File: src/rtl/gray_sync_pkg.sv
// Shared helpers for the Gray-pointer receive synchroniser: Gray/binary conversion,
// bit counting and warm-up counter sizing. Helpers operate on up to MAX_W bits.
package gray_sync_pkg;

  localparam int unsigned MAX_W            = 32;
  localparam int unsigned SYNC_STAGES_DFLT = 2;

  function automatic int unsigned warm_w(input int unsigned stages);
    return $clog2(stages + 2);
  endfunction

  localparam int unsigned WARM_W = $clog2(SYNC_STAGES_DFLT + 2);

  // Narrower counters are zero-extended by the caller, so upper bits add nothing.
  function automatic logic [MAX_W-1:0] gray2bin(input logic [MAX_W-1:0] g);
    logic [MAX_W-1:0] b;
    b = g;
    for (int i = 1; i < MAX_W; i++) begin
      b = b ^ (g >> i);
    end
    return b;
  endfunction

  function automatic logic [MAX_W-1:0] bin2gray(input logic [MAX_W-1:0] b);
    return b ^ (b >> 1);
  endfunction

  function automatic int unsigned popcount(input logic [MAX_W-1:0] v);
    int unsigned n;
    n = 0;
    for (int i = 0; i < MAX_W; i++) begin
      n = n + int'(v[i]);
    end
    return n;
  endfunction

endpackage

File: src/rtl/gray_sync_chan.sv
// One channel: synchroniser chain, previous-sample register, Hamming-distance check
// and the binary/delta/changed/error outputs.
module gray_sync_chan
  import gray_sync_pkg::*;
#(
  parameter int unsigned WIDTH       = 4,
  parameter int unsigned SYNC_STAGES = 2,
  parameter int unsigned HOLD_ON_ERR = 0
) (
  input  logic             clk,
  input  logic             rst_n,
  input  logic             warm_i,
  input  logic [WIDTH-1:0] gray_i,
  input  logic             err_clr_i,
  output logic [WIDTH-1:0] bin_o,
  output logic [WIDTH-1:0] delta_o,
  output logic             changed_o,
  output logic             err_o
);

  logic [WIDTH-1:0] sync_q [SYNC_STAGES];
  logic [WIDTH-1:0] g_sync;
  logic [WIDTH-1:0] g_prev_q, g_prev_d;
  logic [WIDTH-1:0] bin_q, bin_d;
  logic [WIDTH-1:0] delta_q, delta_d;
  logic             chg_q, chg_d;
  logic             err_q, err_d;
  logic             err_set;
  logic [WIDTH-1:0] bin_new;
  int unsigned      hd;

  always_ff @(posedge clk or negedge rst_n) begin
    if (!rst_n) begin
      for (int i = 0; i < SYNC_STAGES; i++) begin
        sync_q[i] <= '0;
      end
    end else begin
      sync_q[0] <= gray_i;
      for (int i = 1; i < SYNC_STAGES; i++) begin
        sync_q[i] <= sync_q[i-1];
      end
    end
  end

  assign g_sync = sync_q[SYNC_STAGES-1];

  always_comb begin
    bin_new  = WIDTH'(gray2bin(MAX_W'(g_sync)));
    hd       = popcount(MAX_W'(g_sync ^ g_prev_q));
    g_prev_d = g_prev_q;
    bin_d    = bin_q;
    delta_d  = delta_q;
    chg_d    = 1'b0;
    err_set  = 1'b0;
    if (warm_i) begin
      g_prev_d = g_sync;
      bin_d    = bin_new;
      delta_d  = '0;
    end else if (hd == 1) begin
      g_prev_d = g_sync;
      bin_d    = bin_new;
      delta_d  = bin_new - bin_q;
      chg_d    = 1'b1;
    end else if (hd >= 2) begin
      err_set  = 1'b1;
      // g_prev always re-bases so the next legal step is judged against the new sample.
      g_prev_d = g_sync;
      if (HOLD_ON_ERR == 0) begin
        bin_d   = bin_new;
        delta_d = bin_new - bin_q;
        chg_d   = 1'b1;
      end
    end
    err_d = err_set | (err_q & ~err_clr_i);
  end

  always_ff @(posedge clk or negedge rst_n) begin
    if (!rst_n) begin
      g_prev_q <= '0;
      bin_q    <= '0;
      delta_q  <= '0;
      chg_q    <= 1'b0;
      err_q    <= 1'b0;
    end else begin
      g_prev_q <= g_prev_d;
      bin_q    <= bin_d;
      delta_q  <= delta_d;
      chg_q    <= chg_d;
      err_q    <= err_d;
    end
  end

  assign bin_o     = bin_q;
  assign delta_o   = delta_q;
  assign changed_o = chg_q;
  assign err_o     = err_q;

endmodule

File: src/rtl/gray_ptr_sync.sv
// Multi-channel receive-side Gray pointer synchroniser: one shared warm-up counter
// and NCH independent channels.
module gray_ptr_sync
  import gray_sync_pkg::*;
#(
  parameter int unsigned WIDTH       = 4,
  parameter int unsigned NCH         = 2,
  parameter int unsigned SYNC_STAGES = 2,
  parameter int unsigned HOLD_ON_ERR = 0
) (
  input  logic                 clk,
  input  logic                 rst_n,
  input  logic [NCH*WIDTH-1:0] i_gray,
  input  logic [NCH-1:0]       i_err_clr,
  output logic [NCH*WIDTH-1:0] o_bin,
  output logic [NCH*WIDTH-1:0] o_delta,
  output logic [NCH-1:0]       o_changed,
  output logic [NCH-1:0]       o_err,
  output logic                 o_valid
);

  localparam int unsigned CNT_W = warm_w(SYNC_STAGES);
  localparam logic [CNT_W-1:0] CNT_LAST = CNT_W'(SYNC_STAGES + 1);
  localparam logic [CNT_W-1:0] CNT_PRE  = CNT_W'(SYNC_STAGES);

  logic [CNT_W-1:0] warm_cnt_q, warm_cnt_d;
  logic             valid_q, valid_d;

  // The chain needs SYNC_STAGES edges to fill and one more to load g_prev/o_bin.
  always_comb begin
    warm_cnt_d = (warm_cnt_q == CNT_LAST) ? warm_cnt_q : warm_cnt_q + 1'b1;
    valid_d    = valid_q | (warm_cnt_q == CNT_PRE);
  end

  always_ff @(posedge clk or negedge rst_n) begin
    if (!rst_n) begin
      warm_cnt_q <= '0;
      valid_q    <= 1'b0;
    end else begin
      warm_cnt_q <= warm_cnt_d;
      valid_q    <= valid_d;
    end
  end

  assign o_valid = valid_q;

  for (genvar c = 0; c < NCH; c++) begin : g_chan
    gray_sync_chan #(
      .WIDTH       (WIDTH),
      .SYNC_STAGES (SYNC_STAGES),
      .HOLD_ON_ERR (HOLD_ON_ERR)
    ) u_chan (
      .clk       (clk),
      .rst_n     (rst_n),
      .warm_i    (~valid_q),
      .gray_i    (i_gray[c*WIDTH +: WIDTH]),
      .err_clr_i (i_err_clr[c]),
      .bin_o     (o_bin[c*WIDTH +: WIDTH]),
      .delta_o   (o_delta[c*WIDTH +: WIDTH]),
      .changed_o (o_changed[c]),
      .err_o     (o_err[c])
    );
  end

endmodule

File: config.mk
export PLATFORM = sky130hd
export DESIGN_NAME = gray_ptr_sync
export DESIGN_NICKNAME = d
export VERILOG_FILES = /design/src/rtl/gray_sync_pkg.sv /design/src/rtl/gray_sync_chan.sv /design/src/rtl/gray_ptr_sync.sv
export SDC_FILE = /design/constraint.sdc
export NUM_CORES = 1
export LEC_CHECK = 0
export CAP_MARGIN = 30
export CORE_ASPECT_RATIO = 1.75
export CORE_MARGIN = 3
export CORE_UTILIZATION = 56
export DETAILED_ROUTE_END_ITERATION = 6
export PLACE_DENSITY = 0.85
export SYNTH_ARGS = -nofsm -noshare
export SYNTH_HDL_FRONTEND = slang
export SYNTH_SLANG_ARGS = --single-unit
File: constraint.sdc
create_clock -name clk -period 4.7 [get_ports clk]
set_clock_uncertainty 0.2 [all_clocks]
set_input_delay 0.47 -clock clk [delete_from_list [all_inputs] [get_ports clk]]
set_output_delay 0.47 -clock clk [all_outputs]
set_load 0.05 [all_outputs]
==> flow_metrics.tcl, run 1 <==
set metrics [dict create \
    outcome "complete, no violations" \
    gp_congestion 0.706 \
    max_freq_mhz 352 \
    gr-total-overflow 0 \
    r2r_setup_slack_ns 1.86 \
    tns_ns 0 \
    yosysWarnings 0 \
    via_per_inst 5.02 \
    r2r_cells 8 \
    synth_edf_count 0 \
    setup_viol_count_final 0 \
    rsz0062_at_grt "no" \
    placedCellCount 220 \
    die_y_um 85.9 \
    wl_um 3200 \
    drive_gt1_frac 0.158 \
    drtIter0Drc 19 \
    min_period_ns 2.84 \
    dr.pass1.iters 4 \
    timing.rr.start "g_chan[1].u_chan.g_sync[0]$_DFF_PN0_" \
    period_share 0.604 \
    critical_path.startpoint "g_chan[1].u_chan.g_sync[0]$_DFF_PN0_" \
    portBuffers 32 \
    synth_common_cells "45 x dfrtp_1, 18 x inv_1, 14 x ha_1, 10 x mux2_2, 8 x xor2_1" \
    path_clk_slew_ns 0.08 \
    start_util 0.595 \
    ant_nets 0 \
    path_class "flip-flop to flip-flop" \
    cp-end-kind "flip-flop" \
    min_path_type "input port to async pin" \
    start_kind "flip-flop" \
    antenna_found_initial 0 \
    cap_viol_max_count 0 \
    ioPinCount 33 \
    design_area_mm2 0.00246 \
    netlist_area_mm2 0.00204 \
    syn-num-nets 179 \
    r2r-end "g_chan[1].u_chan.g_prev_q[2]$_DFFE_PN0P_" \
    fp.dieW_um 51.7 \
    cts_sinks 45 \
    num_vias 1144 \
    crit_required_ns 4.67 \
    fin_nets 212 \
    grt_pass1_wl_um 5640 \
    core_mm2 0.00343 \
    postPlaceCellArea_mm2 0.00237 \
    ys_async_sr_fraction 1.00 \
    yosysUniqueCellTypes 25 \
    yosysSeqAreaShare 0.551 \
    cts-root-buf "clkbuf_8" \
    numCtsBuffers 5 \
    hold_buffers 0 \
    slew_headroom 0.374 \
    path_max_fanout 11 \
    area_growth_pct 20.3 \
    hold_viol_final 0 \
    drcViolationCount 0 \
    grtUsageTotal 0.173 \
    yosysMostFrequentCell "dfrtp_1" \
    synth.area.top_cells "dfrtp_1 55%, ha_1 8.6%, mux2_2 5.5%" \
    syn_inst 149 \
    dpl.hpwl_um 2480 \
    final_cells 228 \
    synth_ff_type "dfrtp_1" \
    rows 28 \
    antenna_cells 0 \
    cts_resized 0 \
    wire_per_inst_um 14.0 \
    first_global_vias 1266 \
    syn_area_per_cell_um2 13.7 \
    htreeDepth 2 \
    worstSetupEndpoint "g_chan[1].u_chan.g_prev_q[2]$_DFFE_PN0P_" \
    synth_top_area_cell "dfrtp_1" \
    clockBufferDepth 2 \
    tritoncts "done" \
    insertion_delay_ns 0.29 \
    post_cts_buffers 0 \
    synth_top_cell_area_share 0.551 \
    synth_seq_cells 45 \
    slew_violations 0 \
    crit_arrival_ns 2.81 \
    grt_max_degree 46 \
    tightest_slew_ns 0.940 \
    die_area_mm2 0.00444 \
    hold_slack_ns 0.127 \
]
==> registers in the layout (all words and copies together), names as in the netlist <==
| register | count |
|---|---|
| g_chan.u_chan.sync_q | 8 |
| o_valid | 1 |
| g_chan.u_chan.g_sync | 8 |
| g_chan.u_chan.bin_o | 6 |
| g_chan.u_chan.g_prev_q | 8 |
| warm_cnt_q | 2 |
| g_chan.u_chan.delta_o | 8 |
| g_chan.u_chan.changed_o | 2 |
| g_chan.u_chan.err_o | 2 |
==> cells in the final DEF, fill, tap and decap left out, drive strengths merged <==
| cell type | synthesis | final |
|---|---|---|
| dfrtp | 45 | 45 |
| clkdlybuf4s50 | 0 | 31 |
| inv | 20 | 20 |
| ha | 14 | 14 |
| xor2 | 14 | 14 |
| mux2 | 10 | 10 |
| clkbuf | 0 | 6 |
| mux2i | 4 | 4 |
| o2bb2ai | 4 | 4 |
| fa | 4 | 4 |
| o21ai | 3 | 3 |
| xnor2 | 3 | 3 |
| buf | 8 | 3 |
| o22ai | 2 | 2 |
| nor3b | 2 | 2 |
| nor3 | 2 | 2 |
| a22o | 2 | 2 |
| nand3b | 2 | 2 |
| a21oi | 2 | 2 |
| nand3 | 2 | 2 |
| a21o | 2 | 2 |
| a32o | 2 | 2 |
| clkinv | 0 | 2 |
| or2 | 1 | 1 |
| nand2 | 1 | 1 |
==> metrics by stage <==
stage	utilization	setup slack, ns
global route	0.716	1.71
global placement	0.692	1.97
finish	0.716	1.86
floorplan	-	1.97
CTS	0.716	1.84
detailed placement	0.692	1.90
==> layer usage <==
| metal | routed length, um | vias to the layer above | global-route usage |
|---|---|---|---|
| li1 | - | 548 | - |
| met1 | 1240 | 563 | 0.192 |
| met2 | 1780 | 29 | 0.309 |
| met3 | 141 | 4 | 0.0504 |
| met4 | 32 | 0 | 0.0573 |
| met5 | 0 | - | 0 |
==> worst min path at each step <==
stage | startpoint | endpoint | slack, ns | cells after the start
3_3_place_gp | g_chan[1].u_chan.sync_q[6]$_DFF_PN0_ | g_chan[1].u_chan.g_sync[2]$_DFF_PN0_ | 0.13 | 0
4_1_cts | rst_n | g_chan[1].u_chan.delta_o[3]$_DFFE_PN0P_ | 0.15 | 1
6_report | rst_n | g_chan[1].u_chan.delta_o[3]$_DFFE_PN0P_ | 0.13 | 1
3_5_place_dp | g_chan[0].u_chan.sync_q[6]$_DFF_PN0_ | g_chan[0].u_chan.g_sync[2]$_DFF_PN0_ | 0.13 | 0
2_1_floorplan | rst_n | g_chan[0].u_chan.bin_o[0]$_DFFE_PN0P_ | -0.03 | 0
5_1_grt | g_chan[1].u_chan.sync_q[6]$_DFF_PN0_ | g_chan[1].u_chan.g_sync[2]$_DFF_PN0_ | 0.16 | 0
==> logic make-up (layout without fill, tap and decap cells) <==
kind of cell             Yosys count  in the layout  share of synthesized area
AO/OA/AOI/OAI                     17             17                     0.0612
XOR/XNOR                          17             17                     0.0949
adder cells (fa/ha/maj)           18             18                      0.125
buffers and inverters             28             62                     0.0637
flip-flops                        45             45                      0.551
multiplexers                      14             14                     0.0747
AND/OR/NAND/NOR                   10             10                     0.0294
==> worst max-delay path: stages, from the launching register on <==
cell and delay (ns):
dfrtp_1 0.43, xor2_1 0.19, ha_1 0.32, fa_1 0.46, ha_1 0.30, nor3b_1 0.28, nor3_1 0.08, buf_4 0.19
mux2_2 0.28
==> cell type report <==
class / count / area [um2]
Sequential cell: 45 / 1130
Timing Repair Buffer: 34 / 330
Clock buffer: 6 / 72.6
Tap cell: 45 / 56.3
Clock inverter: 2 / 10.0
Inverter: 20 / 75.1
Fill cell: 260 / 976
Multi-Input combinational cell: 76 / 787
Power of run 1 is not shown: default switching activity piles up to over one toggle a cycle in this logic, so the estimate is an artifact.
==> run 2, diff against run 1 <==
- CORE_UTILIZATION: 56 -> 52
- PLACE_DENSITY: 0.85 -> 0.8
- clock period: 4.7 -> 2.7 ns (I/O delays scaled with it)
==> run 2 against run 1 <==
  * Sequential share of layout area shrank 5.7 points
  * Fmax is 5.2% higher
  * Register-to-register slack lost 1.9 ns
  * Design area increased by 14%
  * Critical endpoint is now g_chan[1].u_chan.delta_o[3]$_DFFE_PN0P_
  * Largest cell class unchanged
  * Setup slack worse by 1.9 ns
  * Critical path depth is the same
  * Flip-flop and latch count did not move
  * Global-route usage is 0.36 points higher
  * Wire length grew 15%
  * Final cell count up 11%
  * Die area grew 7.0%
==> flow_metrics.tcl, run 2 (same netlist as run 1, synthesis figures left out) <==
set metrics [dict create \
    clockBufferDepth 2 \
    setup_viol_count_final 0 \
    ant_nets 0 \
    antenna_cells 0 \
    start_util 0.552 \
    path_cells "xor2_1, ha_1, fa_2, ha_4, nor3b_4, o21ai_0, inv_1, a32o_1" \
    via_per_inst 5.04 \
    slew_violations 0 \
    fin_nets 237 \
    final_common_cell "dfrtp_1" \
    die_y_um 88.9 \
    cts_sinks 45 \
    start_kind "flip-flop" \
    min_path_type "input port to async pin" \
    dpl.hpwl_um 2600 \
    first_global_vias 1349 \
    tns_ns 0 \
    area_growth_pct 37.2 \
    grtUsageTotal 0.177 \
    max_freq_mhz 370 \
    path_delay_family "adder cells" \
    htreeDepth 2 \
    path_class "flip-flop to flip-flop" \
    tritoncts "done" \
    drtIter0Drc 10 \
    die_area_mm2 0.00475 \
    period_share 1.00 \
    num_vias 1280 \
    cp-end-kind "flip-flop" \
    grt_max_degree 46 \
    drcViolationCount 0 \
    critical-path-slowest-cell "fa_2" \
    dr.pass1.iters 2 \
    fp.dieW_um 53.4 \
    min_period_ns 2.70 \
    grt_pass1_wl_um 5910 \
    cts-root-buf "clkbuf_8" \
    drive_gt1_frac 0.322 \
    numCtsBuffers 5 \
    slew_headroom 0.661 \
    path_max_fanout 3 \
    core_mm2 0.00370 \
    outcome "complete, no violations" \
    ioPinCount 33 \
    crit_required_ns 2.68 \
    wire_per_inst_um 14.5 \
    hold_viol_final 0 \
    insertion_delay_ns 0.29 \
    antenna_found_initial 0 \
    gr-total-overflow 0 \
    final_cell_mix "45 x dfrtp_1, 31 x clkdlybuf4s50_1, 23 x buf_4" \
    tightest_slew_ns 0.507 \
    placedCellCount 239 \
    final_cells 254 \
    rows 29 \
    crit_arrival_ns 2.68 \
    wl_um 3680 \
    cp_slowest_stage_delay_ns 0.44 \
    path_clk_slew_ns 0.08 \
    path_buf_inv 1 \
    cap_viol_max_count 0 \
    gp_congestion 0.736 \
    portBuffers 32 \
]
==> run 2: area by class of cell <==
type	count	area [um2]
fill	245	897
inverter	20	75.1
tap	46	57.6
sequential	45	1130
clock buffer	6	82.6
clock inverter	2	37.5
multi-input combinational	76	891
timing repair buffer	59	534
==> run 2: layer usage <==
| metal | vias up | wire [um] | global-route usage |
|---|---|---|---|
| met5 | - | 0 | 0 |
| met4 | 0 | 67 | 0.0837 |
| met3 | 6 | 138 | 0.0518 |
| met2 | 29 | 2060 | 0.308 |
| met1 | 649 | 1410 | 0.190 |
| li1 | 596 | - | - |
==> run 2: through the flow <==
| step | hold slack (ns) | instance area, um2 | utilization | setup WS (ns) |
|---|---|---|---|---|
| 2_1_floorplan | -0.226 | 2050 | - | 0.00675 |
| 3_3_place_gp | 0.133 | 2500 | 0.674 | -0.632 |
| 3_5_place_dp | 0.138 | 2510 | 0.677 | -0.362 |
| 4_1_cts | 0.157 | 2710 | 0.732 | -0.00314 |
| 5_1_grt | 0.101 | 2800 | 0.758 | -0.0821 |
| 6_report | 0.102 | 2800 | 0.758 | 0.000765 |
==> run 2: what timing repair did <==
item                                    in CTS  in global routing
endpoints found under the setup margin      20                 14
hold buffers                                 1                  0
pin swaps                                    6                  9
resized for setup                           11                 17
cloned                                       1                  0
setup buffers                                3                  1
hold endpoints to repair                    45                  0
==> run 2: final timing paths <==
path                                                      startpoint  slack, ns                                       to  depth (start not counted)
worst min-delay path                                           rst_n       0.10  g_chan[0].u_chan.delta_o[2]$_DFFE_PN0P_                          2
max in group asynchronous                                      rst_n       1.80     g_chan[1].u_chan.g_sync[1]$_DFF_PN0_                          3
worst max-delay path            g_chan[1].u_chan.g_sync[0]$_DFF_PN0_     0.0008  g_chan[1].u_chan.delta_o[3]$_DFFE_PN0P_                          8
min in group clk                g_chan[1].u_chan.sync_q[6]$_DFF_PN0_       0.15     g_chan[1].u_chan.g_sync[2]$_DFF_PN0_                          0
worst max register to register  g_chan[1].u_chan.g_sync[0]$_DFF_PN0_     0.0008  g_chan[1].u_chan.delta_o[3]$_DFFE_PN0P_                          8
worst min register to register  g_chan[1].u_chan.sync_q[6]$_DFF_PN0_       0.15     g_chan[1].u_chan.g_sync[2]$_DFF_PN0_                          0
==> run 2: worst register-to-register path, cell delays in order, from the launching register on <==
cell and delay [ns]:
dfrtp_1 0.40, xor2_1 0.17, ha_1 0.33, fa_2 0.44, ha_4 0.29, nor3b_4 0.05, o21ai_0 0.31, inv_1 0.15
a32o_1 0.25
Power of run 2 is left out for the same reason.
==> run 3, diff against run 2 <==
- clock period: 2.7 -> 3.03 ns (I/O delays scaled with it)
==> run 3 against run 2 <==
  * Clock-buffer cell count is the same
  * Global-route usage shrank 0.83 points
  * Sequential share of layout area grew 2.5 points
  * Wire length shrank 8.2%
  * Setup slack gained 0.14 ns
  * Critical endpoint is now g_chan[0].u_chan.bin_o[2]$_DFFE_PN0P_
  * Worst hold slack gained 0.020 ns
  * Utilization shrank 4.5 points
  * Non-clock buffer count shrank 10
  * Die area is the same
  * Via count shrank 6.5%
  * Final cell count shrank 3.9%
==> flow_metrics.tcl, run 3 (same netlist as run 1, synthesis figures left out) <==
set metrics [dict create \
    outcome "complete, no violations" \
    gr-total-overflow 0 \
    postPlaceCellArea_mm2 0.00247 \
    path_class "flip-flop to flip-flop" \
    min_period_ns 2.89 \
    wire_per_inst_um 13.8 \
    rows 29 \
    antenna_found_initial 0 \
    ant_nets 0 \
    cpMostUsedCell "ha_1" \
    cp-end-kind "flip-flop" \
    gp_congestion 0.777 \
    numCtsBuffers 5 \
    path_max_fanout 8 \
    final_cell_mix "45 x dfrtp_1, 31 x clkdlybuf4s50_1, 18 x inv_1" \
    tightest_slew_ns 0.503 \
    dpl.hpwl_um 2630 \
    wl_um 3380 \
    timing.rr.start "g_chan[0].u_chan.g_sync[0]$_DFF_PN0_" \
    via_per_inst 4.91 \
    crit_arrival_ns 2.87 \
    path_delay_family "adder cells" \
    grtUsageTotal 0.168 \
    crit_required_ns 3.01 \
    cts-root-buf "clkbuf_8" \
    drcViolationCount 0 \
    final_cells 244 \
    drtIter0Drc 17 \
    path_clk_slew_ns 0.08 \
    fp.dieW_um 53.4 \
    die_area_mm2 0.00475 \
    max_freq_mhz 346 \
    hold_viol_final 0 \
    path_cells "xor2_1, ha_1, fa_1, ha_1, nor3b_1, nor3_2, buf_4, mux2_2" \
    die_y_um 88.9 \
    drive_gt1_frac 0.237 \
    num_vias 1197 \
    r2r-end "g_chan[0].u_chan.bin_o[2]$_DFFE_PN0P_" \
    slew_headroom 0.664 \
    portBuffers 32 \
    start_kind "flip-flop" \
    antenna_cells 0 \
    path_buf_inv 1 \
    tritoncts "done" \
    cap_viol_max_count 0 \
    period_share 0.954 \
    min_path_type "input port to async pin" \
    rsz0062_at_grt "no" \
    setup_viol_count_final 0 \
    ioPinCount 33 \
    slew_violations 0 \
    first_global_vias 1252 \
    htreeDepth 2 \
    grt_max_degree 46 \
    dr.pass1.iters 3 \
    cts_sinks 45 \
    r2r_setup_slack_ns 0.14 \
    insertion_delay_ns 0.29 \
    clockBufferDepth 2 \
    placedCellCount 233 \
    cp_slowest_stage_delay_ns 0.47 \
    design_area_mm2 0.00264 \
    start_util 0.552 \
    fin_nets 227 \
    r2r_cells 8 \
    core_mm2 0.00370 \
    grt_pass1_wl_um 5660 \
    area_growth_pct 29.1 \
    critical-path-slowest-cell "fa_1" \
    final_common_cell "dfrtp_1" \
]
[run 3: changes by cell type in the layout (fill, tap and decap cells not counted), moves of 2 or more]
cell | previous run | this run
mux2_4 | 7 | 0
ha_4 | 3 | 0
fa_2 | 2 | 0
mux2_2 | 3 | 10
inv_1 | 15 | 18
ha_1 | 10 | 14
inv_2 | 5 | 2
fa_1 | 2 | 4
buf_4 | 23 | 15
[run 3: repair_timing]
| action | in CTS | in global routing |
|---|---|---|
| buffers inserted | 0 | 1 |
| hold endpoints to repair | 45 | 0 |
| gates resized for setup | 2 | 1 |
| pin swaps | 0 | 1 |
| setup endpoints to repair | 8 | 7 |
| hold buffers | 1 | 0 |
[run 3: layout make-up]
| type | count | area [um2] |
|---|---|---|
| well taps | 46 | 57.6 |
| multi-input cells | 76 | 802 |
| flip-flops and latches | 45 | 1130 |
| clock buffers | 6 | 82.6 |
| fillers | 272 | 1060 |
| inverters | 20 | 75.1 |
| repair buffers | 49 | 458 |
| clock inverters | 2 | 37.5 |
[run 3: worst max-delay path by stage]
stage / from / endpoint / slack, ns / depth (start not counted)
final: g_chan[0].u_chan.g_sync[0]$_DFF_PN0_ / g_chan[0].u_chan.bin_o[2]$_DFFE_PN0P_ / 0.14 / 8
after global routing: g_chan[0].u_chan.g_sync[0]$_DFF_PN0_ / g_chan[0].u_chan.bin_o[2]$_DFFE_PN0P_ / 0.02 / 8
after CTS: g_chan[1].u_chan.g_sync[0]$_DFF_PN0_ / g_chan[1].u_chan.g_prev_q[2]$_DFFE_PN0P_ / 0.13 / 8
after detailed placement: g_chan[1].u_chan.g_sync[0]$_DFF_PN0_ / g_chan[1].u_chan.g_prev_q[2]$_DFFE_PN0P_ / -0.04 / 8
after global placement: g_chan[0].u_chan.g_sync[0]$_DFF_PN0_ / g_chan[0].u_chan.g_prev_q[0]$_DFFE_PN0P_ / -0.34 / 7
after floorplan: g_chan[1].u_chan.g_sync[0]$_DFF_PN0_ / g_chan[1].u_chan.g_prev_q[0]$_DFFE_PN0P_ / 0.30 / 8
[run 3: layer usage]
layer | global-route usage | wire [um]
met3 | 0.0417 | 153
met4 | 0.100 | 104
met2 | 0.274 | 1830
met1 | 0.196 | 1290
met5 | 0 | 0
[run 3: through the flow]
stage	TNS, ns	util	setup slack [ns]	hold WS [ns]
final	0	0.713	0.140	0.123
after global routing	0	0.713	0.0151	0.116
after CTS	0	0.704	0.126	0.154
after detailed placement	-0.179	0.666	-0.0406	0.136
after global placement	-3.51	0.662	-0.336	0.133
after floorplan	0	-	0.302	-0.193
[run 3: worst register-to-register path, cell delays in order, from the launching register on]
cell and delay, ns:
dfrtp_1 0.39, xor2_1 0.17, ha_1 0.31, fa_1 0.47
ha_1 0.30, nor3b_1 0.33, nor3_2 0.13, buf_4 0.19
mux2_2 0.28
Power of run 3 is left out for the same reason.
